[src/rtl/pipelined_addsub.sv]
// rtl/pipelined_addsub.sv - pipelined segmented carry-lookahead add/subtract unit with flags and valid/ready
//
// Purpose:
//   WIDTH-bit ADD/SUB/ADC/SBB split into NSTG = WIDTH/SEG segments, one segment
//   added per pipeline stage with the carry registered between stages. Results
//   and flags are registered at the output; latency is NSTG cycles, throughput
//   one beat per cycle, with full backpressure from out_ready.
//
// Ports:
//   clk, rst_n            clock (rising edge), asynchronous active-low reset
//   in_valid/in_ready     operand beat handshake
//   in_a, in_b            operands
//   in_op                 00 ADD, 01 SUB, 10 ADC, 11 SBB
//   in_cin                carry (ADC) / borrow (SBB) in
//   out_valid/out_ready   result beat handshake
//   out_s                 result
//   out_cf, out_of        raw carry-out of MSB, signed overflow
//   out_zf, out_sf        zero / sign of the delivered result
//   out_sat               saturation applied
//
// Configuration macro: ALU_SAT_EN enables signed saturation on overflow.

module pipelined_addsub #(
    parameter int WIDTH = 32,
    parameter int SEG   = 8
) (
    input  logic             clk,
    input  logic             rst_n,
    input  logic             in_valid,
    output logic             in_ready,
    input  logic [WIDTH-1:0] in_a,
    input  logic [WIDTH-1:0] in_b,
    input  logic [1:0]       in_op,
    input  logic             in_cin,
    output logic             out_valid,
    input  logic             out_ready,
    output logic [WIDTH-1:0] out_s,
    output logic             out_cf,
    output logic             out_of,
    output logic             out_zf,
    output logic             out_sf,
    output logic             out_sat
);

    localparam int NSTG = WIDTH / SEG;
    localparam int NGRP = SEG / 4;
    localparam int LAST = NSTG - 1;

    // One SEG-bit segment built from 4-bit lookahead groups; groups chained
    // through their group generate/propagate terms.
    // Returns {carry out of segment, carry into segment MSB, sum}.
    function automatic logic [SEG+1:0] cla_seg(input logic [SEG-1:0] a,
                                                input logic [SEG-1:0] b,
                                                input logic           ci);
        logic [SEG-1:0] g;
        logic [SEG-1:0] p;
        logic [SEG:0]   c;
        logic           gg;
        logic           gp;
        g    = a & b;
        p    = a ^ b;
        c    = '0;
        c[0] = ci;
        for (int j = 0; j < NGRP; j++) begin
            c[4*j+1] = g[4*j] | (p[4*j] & c[4*j]);
            c[4*j+2] = g[4*j+1] | (p[4*j+1] & g[4*j]) | (p[4*j+1] & p[4*j] & c[4*j]);
            c[4*j+3] = g[4*j+2] | (p[4*j+2] & g[4*j+1]) | (p[4*j+2] & p[4*j+1] & g[4*j])
                     | (p[4*j+2] & p[4*j+1] & p[4*j] & c[4*j]);
            gg = g[4*j+3] | (p[4*j+3] & g[4*j+2]) | (p[4*j+3] & p[4*j+2] & g[4*j+1])
               | (p[4*j+3] & p[4*j+2] & p[4*j+1] & g[4*j]);
            gp = &p[4*j +: 4];
            c[4*j+4] = gg | (gp & c[4*j]);
        end
        return {c[SEG], c[SEG-1], p ^ c[SEG-1:0]};
    endfunction

    // Stage register k holds the beat about to have segment k added:
    // A (skewed), B already inverted for SUB/SBB, result segments below k
    // (deskew), carry into segment k and the running zero flag.
    logic             v_q [NSTG];
    logic [WIDTH-1:0] a_q [NSTG];
    logic [WIDTH-1:0] b_q [NSTG];
    logic [WIDTH-1:0] s_q [NSTG];
    logic             c_q [NSTG];
    logic             z_q [NSTG];

    logic             v_d [NSTG];
    logic [WIDTH-1:0] a_d [NSTG];
    logic [WIDTH-1:0] b_d [NSTG];
    logic [WIDTH-1:0] s_d [NSTG];
    logic             c_d [NSTG];
    logic             z_d [NSTG];

    logic [SEG+1:0]   seg_r [NSTG];

    logic             out_valid_q, out_valid_d;
    logic [WIDTH-1:0] out_s_q, out_s_d;
    logic             out_cf_q, out_cf_d;
    logic             out_of_q, out_of_d;
    logic             out_zf_q, out_zf_d;
    logic             out_sf_q, out_sf_d;
    logic             out_sat_q, out_sat_d;

    logic             advance;
    logic             accept;
    logic             op_m;
    logic             op_cin;

    logic [WIDTH-1:0] raw_s;
    logic [WIDTH-1:0] fin_s;
    logic             fin_cf;
    logic             fin_of;
    logic             fin_sat;
    logic             fin_zf;

    // The whole pipe moves in lockstep; a stalled output freezes every stage.
    assign advance  = ~out_valid_q | out_ready;
    assign in_ready = advance;
    assign accept   = in_valid & advance;

    // Subtraction is A + ~B + carry, so SUB injects 1 and SBB injects ~borrow.
    always_comb begin
        op_m = in_op[0];
        unique case (in_op)
            2'b00:   op_cin = 1'b0;
            2'b01:   op_cin = 1'b1;
            2'b10:   op_cin = in_cin;
            default: op_cin = ~in_cin;
        endcase
    end

    always_comb begin
        for (int k = 0; k < NSTG; k++) begin
            seg_r[k] = cla_seg(a_q[k][k*SEG +: SEG], b_q[k][k*SEG +: SEG], c_q[k]);
        end

        // Entry stage: operands only captured on acceptance.
        v_d[0] = in_valid;
        a_d[0] = accept ? in_a : a_q[0];
        b_d[0] = accept ? (in_b ^ {WIDTH{op_m}}) : b_q[0];
        s_d[0] = accept ? '0 : s_q[0];
        c_d[0] = accept ? op_cin : c_q[0];
        z_d[0] = accept ? 1'b1 : z_q[0];

        for (int k = 1; k < NSTG; k++) begin
            v_d[k]                   = v_q[k-1];
            a_d[k]                   = a_q[k-1];
            b_d[k]                   = b_q[k-1];
            s_d[k]                   = s_q[k-1];
            s_d[k][(k-1)*SEG +: SEG] = seg_r[k-1][SEG-1:0];
            c_d[k]                   = seg_r[k-1][SEG+1];
            z_d[k]                   = z_q[k-1] & (seg_r[k-1][SEG-1:0] == '0);
        end
    end

    // Final segment, flags and optional saturation.
    always_comb begin
        raw_s                    = s_q[LAST];
        raw_s[LAST*SEG +: SEG]   = seg_r[LAST][SEG-1:0];
        fin_cf                   = seg_r[LAST][SEG+1];
        // Carry into the MSB versus carry out of it.
        fin_of                   = seg_r[LAST][SEG+1] ^ seg_r[LAST][SEG];
`ifdef ALU_SAT_EN
        fin_sat = fin_of;
        if (fin_of) begin
            fin_s = a_q[LAST][WIDTH-1] ? {1'b1, {(WIDTH-1){1'b0}}}
                                       : {1'b0, {(WIDTH-1){1'b1}}};
        end else begin
            fin_s = raw_s;
        end
`else
        fin_sat = 1'b0;
        fin_s   = raw_s;
`endif
        // A saturated value is never zero, so the raw zero chain just gets masked.
        fin_zf = z_q[LAST] & (seg_r[LAST][SEG-1:0] == '0) & ~fin_sat;
    end

    // Outputs reload only when a real beat arrives; bubbles leave them as-is.
    always_comb begin
        out_valid_d = v_q[LAST];
        out_s_d     = out_s_q;
        out_cf_d    = out_cf_q;
        out_of_d    = out_of_q;
        out_zf_d    = out_zf_q;
        out_sf_d    = out_sf_q;
        out_sat_d   = out_sat_q;
        if (v_q[LAST]) begin
            out_s_d   = fin_s;
            out_cf_d  = fin_cf;
            out_of_d  = fin_of;
            out_zf_d  = fin_zf;
            out_sf_d  = fin_s[WIDTH-1];
            out_sat_d = fin_sat;
        end
    end

    always_ff @(posedge clk or negedge rst_n) begin
        if (!rst_n) begin
            for (int k = 0; k < NSTG; k++) begin
                v_q[k] <= 1'b0;
                a_q[k] <= '0;
                b_q[k] <= '0;
                s_q[k] <= '0;
                c_q[k] <= 1'b0;
                z_q[k] <= 1'b0;
            end
            out_valid_q <= 1'b0;
            out_s_q     <= '0;
            out_cf_q    <= 1'b0;
            out_of_q    <= 1'b0;
            out_zf_q    <= 1'b0;
            out_sf_q    <= 1'b0;
            out_sat_q   <= 1'b0;
        end else if (advance) begin
            for (int k = 0; k < NSTG; k++) begin
                v_q[k] <= v_d[k];
                a_q[k] <= a_d[k];
                b_q[k] <= b_d[k];
                s_q[k] <= s_d[k];
                c_q[k] <= c_d[k];
                z_q[k] <= z_d[k];
            end
            out_valid_q <= out_valid_d;
            out_s_q     <= out_s_d;
            out_cf_q    <= out_cf_d;
            out_of_q    <= out_of_d;
            out_zf_q    <= out_zf_d;
            out_sf_q    <= out_sf_d;
            out_sat_q   <= out_sat_d;
        end
    end

    assign out_valid = out_valid_q;
    assign out_s     = out_s_q;
    assign out_cf    = out_cf_q;
    assign out_of    = out_of_q;
    assign out_zf    = out_zf_q;
    assign out_sf    = out_sf_q;
    assign out_sat   = out_sat_q;

endmodule

[config.mk]
export PLATFORM = sky130hd
export DESIGN_NAME = pipelined_addsub
export DESIGN_NICKNAME = d
export VERILOG_FILES = /design/src/rtl/pipelined_addsub.sv
export SDC_FILE = /design/constraint.sdc
export NUM_CORES = 1
export LEC_CHECK = 0
export CAP_MARGIN = 0
export CORE_MARGIN = 1
export CORE_UTILIZATION = 30
export CTS_CLUSTER_SIZE = 16
export DETAILED_ROUTE_END_ITERATION = 7
export PLACE_DENSITY_LB_ADDON = 0.08
export SLEW_MARGIN = 20
export SYNTH_ARGS = -nofsm -noshare
export SYNTH_HDL_FRONTEND = slang
export SYNTH_SLANG_ARGS = --single-unit
[constraint.sdc]
create_clock -name clk -period 3.25 [get_ports clk]
set_input_delay 0.325 -clock clk [delete_from_list [all_inputs] [get_ports clk]]
set_output_delay 0.325 -clock clk [all_outputs]
set_load 0.01 [all_outputs]
==> results of run 1 <==
-- through the flow --
stage | std cells | cell area (um^2)
after floorplan | 1168 | 11200
after global placement | 1699 | 12820
after detailed placement | 1699 | 12820
after CTS | 1753 | 13910
after global routing | 1753 | 13910
final | 1753 | 13910
-- final timing paths --
check	startpoint	end	cells after the start
worst min-delay path	rst_n	a_d[26]	2
min in group clk	in_a[16]	a_d[80]	2
worst max-delay path	a_d[18]	z_q[0]	10
worst max register to register	a_d[18]	z_q[0]	10
max in group asynchronous	rst_n	s_d[1]	3
worst min register to register	fin_s[3]	out_s[3]	2
-- worst reg2reg max path: cells and delay by family (launching register included) --
kind,cells,cell delay [ns]
AOI/OAI and AO/OA,3,0.66
xor gates and xnor gates,1,0.21
and+or+nand+nor,4,0.79
DFF,1,0.38
adders and majority gates,2,0.76
-- area by class of cell --
cell class,instances,area [um^2],share of cell area
multi-input combinational,835,4504,0.3239
inverter,19,73.82,0.005308
sequential,256,6406,0.4606
clock inverter,9,201.4,0.01448
tap,468,585.6,0.04211
timing repair buffer,122,1264,0.09087
clock buffer,44,872.1,0.06271
-- flip-flops by register name, indices dropped and copies added, names as in the netlist --
name,cells
a_q,8
fin_s,24
c_q,4
v_d,3
a_d,72
out_cf,1
out_of,1
s_d,24
out_valid_d,1
z_q,4
b_d,72
out_s,32
b_q,8
out_zf,1
out_valid,1
-- layout by cell type (no fill, tap or decap), types with 2 or more instances in the layout --
cell / instances
buf_4: 7
xnor2_1: 48
mux2_2: 32
or2_2: 2
nand2b_1: 5
nor3_1: 3
nand2_1: 503
a31oi_1: 6
a21o_1: 3
clkbuf_1: 6
xor2_1: 10
inv_1: 18
bufinv_16: 6
clkbuf_16: 29
and2_1: 6
ha_1: 32
o21a_1: 5
o22ai_1: 3
dfrtp_1: 256
buf_12: 6
a311oi_2: 2
clkbuf_8: 9
a22o_1: 2
nand4_1: 6
nor2_1: 30
a211oi_1: 2
clkdlybuf4s50_1: 106
o211ai_1: 3
nor3b_1: 2
o21ai_0: 62
a31o_2: 2
a22oi_1: 3
or3_1: 4
fa_1: 8
o21bai_1: 4
a211o_1: 2
a21oi_1: 26
-- report_power, final --
group	total [mW]	internal [mW]	leakage, nW	switching [mW]
logic	5.27	2.32	2.98	2.95
registers	5.35	4.57	3.11	0.778
clock network	3.60	2.31	0.523	1.29
total	14.2	9.20	6.61	5.02
-- synthesized netlist by cell type (6+ instances only) --
cell type | count | area (um^2)
nand2_1 | 504 | 1892
dfrtp_1 | 256 | 6406
o21ai_0 | 62 | 310.3
xnor2_1 | 48 | 420.4
clkbuf_1 | 47 | 176.4
ha_1 | 32 | 400.4
mux2_2 | 32 | 360.4
nor2_1 | 30 | 112.6
a21oi_1 | 26 | 130.1
inv_1 | 19 | 71.32
xor2_1 | 10 | 87.58
buf_2 | 9 | 45.04
fa_1 | 8 | 160.2
a31oi_1 | 6 | 37.54
and2_1 | 6 | 37.54
nand4_1 | 6 | 37.54
-- cells by family (layout without fill, tap and decap cells) --
group,count (synthesis),after routing,synth area share
adder cells (fa/ha/maj),40,40,0.05003
AO/OA/AOI/OAI,134,134,0.07271
XOR/XNOR,58,58,0.04534
flip-flops,256,256,0.5718
AND/OR/NAND/NOR,569,569,0.1992
buffers and inverters,77,194,0.02747
multiplexers,33,33,0.03306
other,1,1,0.0003347
-- per-layer routing --
layer,wire [um],vias up,GRT usage
met5,0,-,0
met4,339,0,0.02945
met3,948,29,0.02228
met2,9803,124,0.1907
met1,13650,3579,0.2119
li1,-,3969,-
==> results.txt, run 1 <==
----------------------------------------------------
[Critical path]
  Endpoint class of the critical path ... register
  Slowest-stage cell, CP ... fa_1
  Type of the worst setup path ... reg2reg
  Slowest stage delay, CP ... 0.39 ns
  Critical path required time ... between 3 and 4 ns
  Element type at the critical path start ... register
  Worst path bufs/invs ... 0
  Register-to-register setup slack ... roughly 0.36 ns
  Cell-by-cell listing of the critical path ... ha_1 -> and2_4 -> a221o_1 -> or2_2 -> fa_1 -> xnor2_1 -> nand2_1 -> nor4b_1 -> o211ai_1 -> o21ai_0
  Data arrival, critical path ... between 3 and 4 ns
  Largest driver fanout on the critical path ... 5
  Cell family with most CP delay ... simple AND/OR/NAND/NOR gates

[Drt]
  Via Count ... approximately 7,700
  Vias per cell ... approximately 4.4
  Number of DRC markers in iteration 0 ... 423
  Total DRC errors in the routed layout ... 0
  Number of nets still failing antenna checks after routing ... 0
  Detailed-route wire length per cell ... between 10 and 15 um
  Total routed wirelength ... about 25 mm
  First-pass DRT Iterations ... 4

[STA]
  Final Hold Viols ... 0
  Time the final worst path needs with I/O delays and setup ... 2.888 ns
  Slew at the pin closest to its max-slew limit ... between 0.9 and 1 ns
  Worst hold margin ... between 0.3 and 0.4 ns
  Setup repair after global routing missed its margin ... no
  Final critical-path setup slack ... 0.3624 ns
  Number of pins with negative max-slew slack in the final report ... 0
  Final period util ... 0.8885
  Final clock skew ... roughly 0.020 ns
  Maximum achievable frequency ... approximately 0.35 GHz
  Total negative slack for setup checks ... 0 ns
  Final setup violating endpoints ... 0
  Relative max-transition margin ... 0.3826

[Floorplan]
  Standard-cell rows ... 70
  Number of top-level design ports ... 110
  Starting density of the core ... 0.3053
  Die Span X ... approximately 200 um
  Overall die area ... approximately 0.038 mm^2
  Area of the core ... around 0.037 mm^2
  Vert. Die Dim ... 195.2 um

[Clock network]
  Cts bufs inserted ... 29
  Clock latency at the later pin of the worst-skew pair ... 0.55 ns
  Clk Tree Root Cell ... clkbuf_16
  Deepest clock path buffer count ... 3
  Number of hold-repair buffers added at the cts stage ... 1
  CTS sink cnt ... 256
  Total of cells resized after clock tree synthesis ... 0
  Number of buffers added for setup after CTS ... 0
  H-tree depth ... 1
  TritonCTS clock tree ... built
  Worst-path clk slew ... approximately 0.06 ns

[Layout]
  Area growth from synthesis to final layout ... 24.13%
  Fraction of final layout cells sized beyond drive strength 1 ... 0.08249
  Post-layout net count ... ~1,400
  Count of fill cells added during filler insertion ... between 3,000 and 4,000
  Antenna cells ... 0
  Final design utilization ... 0.3790

[Yosys]
  Primary flip-flop cell chosen by synthesis mapping ... dfrtp_1
  Total standard cell area after synthesis ... between 0.01 and 0.015 mm^2
  Share of the yosys chip area belonging to registers ... 0.5718
  Synthesis warning total ... 0
  Net Count, Synth ... 1,279
  Number of distinct standard cells referenced by the synthesized netlist ... between 50 and 60
  Synthesized instance count ... approximately 1,200
  Post-synth EDFFs ... 0
  Async set or reset register ratio after synthesis ... 1.000
  Avg Cell Area, Syn ... 9.592 um^2
  Flip-flop and latch count after synthesis ... approximately 260

[Status]
  Status ... finished, final reports clean

[Place]
  Half-perimeter wire length after detailed placement ... 16.61 mm
  Post-Place Setup Slack ... 0.3420 ns
  Routability congestion estimate ... roughly 0.77
  Count of input and output buffers ... about 110

[Global route]
  Wire length of the first global-routing pass ... 42.13 mm
  Pin count of the biggest net entering global routing ... ~160
  Aggregate global routing overflow ... 0
  Global-route usage over all layers ... 0.1347
  Initial antenna violation count ... 0
  Via count of the first global-routing pass ... 7,881

[Power and ir drop]
  Total power after layout ... ~14 mW
  Power density over cell area ... 1023 mW/mm^2
  Peak VDD IR ... roughly 0.49 mV
  Leakage dissipation ... ~6.6 nW

[Run]
  # Max-Cap Violations ... 0

[Worst hold path]
  Worst min-delay path category ... in2async

----------------------------------------------------
No activity file was read; power rests on OpenSTA's default activity.
==> run 2: changes to the inputs <==
--- a/config.mk
+++ b/config.mk
@@ -5,13 +5,14 @@
 export SDC_FILE = /design/constraint.sdc
 export NUM_CORES = 1
 export LEC_CHECK = 0
+export ABC_CLOCK_PERIOD_IN_PS = 3250
 export CAP_MARGIN = 0
 export CORE_MARGIN = 1
 export CORE_UTILIZATION = 30
 export CTS_CLUSTER_SIZE = 16
 export DETAILED_ROUTE_END_ITERATION = 7
 export PLACE_DENSITY_LB_ADDON = 0.08
-export SLEW_MARGIN = 20
+export SLEW_MARGIN = 25
 export SYNTH_ARGS = -nofsm -noshare
 export SYNTH_HDL_FRONTEND = slang
 export SYNTH_SLANG_ARGS = --single-unit
==> results of run 2 <==
The final DEF is identical to that of run 1; final timing and power are the same.
==> run 3: changes to the inputs <==
--- a/config.mk
+++ b/config.mk
@@ -5,11 +5,11 @@
 export SDC_FILE = /design/constraint.sdc
 export NUM_CORES = 1
 export LEC_CHECK = 0
-export ABC_CLOCK_PERIOD_IN_PS = 3250
+export ABC_CLOCK_PERIOD_IN_PS = 3210
 export CAP_MARGIN = 0
 export CORE_MARGIN = 1
 export CORE_UTILIZATION = 30
-export CTS_CLUSTER_SIZE = 16
+export CTS_CLUSTER_SIZE = 24
 export DETAILED_ROUTE_END_ITERATION = 7
 export PLACE_DENSITY_LB_ADDON = 0.08
 export SLEW_MARGIN = 25
==> constraint.sdc (replaced) <==
create_clock -name clk -period 3.21 [get_ports clk]
set_input_delay 0.321 -clock clk [delete_from_list [all_inputs] [get_ports clk]]
set_output_delay 0.321 -clock clk [all_outputs]
set_load 0.01 [all_outputs]
==> run 3 against run 2 <==
  * Clock power down 7.2%
  * Worst setup slack worse by 0.049 ns
  * Critical path depth is the same
  * Sequential power up 1%
  * Wire length is 1.7% higher
  * Design area down 0.58%
  * Clock-buffer cell count unchanged
  * Worst hold slack gained 0.038 ns
  * Register-to-register slack worse by 0.05 ns
  * Critical endpoint unchanged
  * Largest cell class unchanged
  * Highest routed layer unchanged
==> results.txt, run 3 (synthesis gave the netlist of run 1 again) <==
----------------------------------------------------
[Status]
  Status ... finished, final reports clean

[Place]
  Routability congestion estimate ... between 0.7 and 0.8
  Post-Place Setup Slack ... around 0.34 ns
  Count of input and output buffers ... ~110
  Half-perimeter wire length after detailed placement ... 16.75 mm

[Power and ir drop]
  Leakage dissipation ... ~6.6 nW
  Total power after layout ... between 10 and 15 mW
  Peak VDD IR ... around 0.44 mV
  Power density over cell area ... slightly above 1000 mW/mm^2

[Drt]
  Number of nets still failing antenna checks after routing ... 0
  Number of DRC markers in iteration 0 ... ~330
  Vias per cell ... 4.398
  Total DRC errors in the routed layout ... 0
  Total routed wirelength ... between 20 and 30 mm
  First-pass DRT Iterations ... 4
  Via Count ... approximately 7,700
  Detailed-route wire length per cell ... roughly 14 um

[Clock network]
  TritonCTS clock tree ... built
  CTS sink cnt ... between 200 and 300
  Cts bufs inserted ... 30
  H-tree depth ... 1
  Clock latency at the later pin of the worst-skew pair ... 0.54 ns
  Deepest clock path buffer count ... 3
  Worst-path clk slew ... 0.06 ns
  Total of cells resized after clock tree synthesis ... 0
  Clk Tree Root Cell ... clkbuf_16

[Global route]
  Pin count of the biggest net entering global routing ... between 150 and 200
  Global-route usage over all layers ... 0.1393
  Wire length of the first global-routing pass ... 43.50 mm
  Via count of the first global-routing pass ... just over 8,000
  Aggregate global routing overflow ... 0
  Initial antenna violation count ... 0

[Floorplan]
  Standard-cell rows ... 70
  Number of top-level design ports ... 110
  Starting density of the core ... 0.3053
  Die Span X ... ~200 um
  Vert. Die Dim ... approximately 200 um
  Area of the core ... approximately 0.037 mm^2
  Overall die area ... between 0.03 and 0.04 mm^2

[STA]
  Maximum achievable frequency ... ~0.35 GHz
  Final setup violating endpoints ... 0
  Slew at the pin closest to its max-slew limit ... approximately 0.9 ns
  Setup repair after global routing missed its margin ... no
  Time the final worst path needs with I/O delays and setup ... 2.897 ns
  Final clock skew ... between 0.007 and 0.008 ns
  Final critical-path setup slack ... about 0.31 ns
  Final period util ... 0.9025
  Number of pins with negative max-slew slack in the final report ... 0
  Final Hold Viols ... 0
  Worst hold margin ... around 0.38 ns
  Relative max-transition margin ... 0.3870
  Total negative slack for setup checks ... 0 ns

[Worst hold path]
  Worst min-delay path category ... in2async

[Layout]
  Post-layout net count ... roughly 1,400
  Fraction of final layout cells sized beyond drive strength 1 ... 0.08540
  Antenna cells ... 0
  Final design utilization ... 0.3767
  Most common library cell in the layout ignoring fill and taps ... nand2_1
  Area growth from synthesis to final layout ... 23.41%
  Commonest non-fill, non-tap cells in the layout ... nand2_1, dfrtp_1, clkdlybuf4s50_1

[Critical path]
  Endpoint class of the critical path ... register
  Type of the worst setup path ... reg2reg
  Critical path required time ... around 3.7 ns
  Element type at the critical path start ... register
  Data arrival, critical path ... ~3.4 ns
  Largest driver fanout on the critical path ... 5

[Run]
  # Max-Cap Violations ... 0

----------------------------------------------------
## run 3: worst max-delay path, cell delays in order (launching register included)
cell,delay [ns]
dfrtp_1,0.38
ha_1,0.36
and2_4,0.19
a221o_1,0.37
or2_2,0.30
fa_1,0.38
xnor2_1,0.21
nand2_1,0.07
nor4b_1,0.27
o211ai_1,0.13
o21ai_0,0.15
## run 3: final timing paths
| path | endpoint | from | cells after the start | slack [ns] |
|---|---|---|---|---|
| setup / recovery | z_q[0] | a_d[18] | 10 | 0.31 |
| hold / removal | a_d[58] | rst_n | 2 | 0.38 |
| setup reg to reg | z_q[0] | a_d[18] | 10 | 0.31 |
| hold reg to reg | z_q[3] | z_q[3] | 1 | 0.46 |
| max in group asynchronous | b_d[70] | rst_n | 3 | 2.05 |
| min in group clk | a_d[67] | in_a[3] | 2 | 0.39 |
## run 3: final cells by class
type,instances,area (um^2)
Tap cell,468,585.6
Multi-Input combinational cell,835,4504
Timing Repair Buffer,123,1271
Inverter,19,73.82
Clock inverter,11,80.08
Clock buffer,44,904.6
Sequential cell,256,6406
Fill cell,3800,22870
## run 3: layer usage
| metal | GRT usage | vias up | wire length (um) |
|---|---|---|---|
| met1 | 0.2153 | 3610 | 13750 |
| li1 | - | 3962 | - |
| met2 | 0.2019 | 117 | 10130 |
| met3 | 0.02073 | 34 | 874 |
| met5 | 0 | - | 0 |
| met4 | 0.03383 | 0 | 416 |
## run 3: per-stage QoR
stage,std cells,instance area [um^2]
3_3_place_gp,1700,12830
2_1_floorplan,1168,11200
4_1_cts,1756,13830
6_report,1756,13830
5_1_grt,1756,13830
3_5_place_dp,1700,12830
## run 3: power breakdown
part / switching [mW] / total [mW] / internal [mW]
Combinational: 3.00 / 5.33 / 2.33
Sequential: 0.800 / 5.43 / 4.63
Clock: 1.32 / 3.34 / 2.02
Total: 5.12 / 14.1 / 8.97
## run 3: repair_timing
action                                 4_1_cts  5_1_grt
buffers inserted                             0        0
endpoints found under the hold margin       78        0
hold buffers                                 1        0
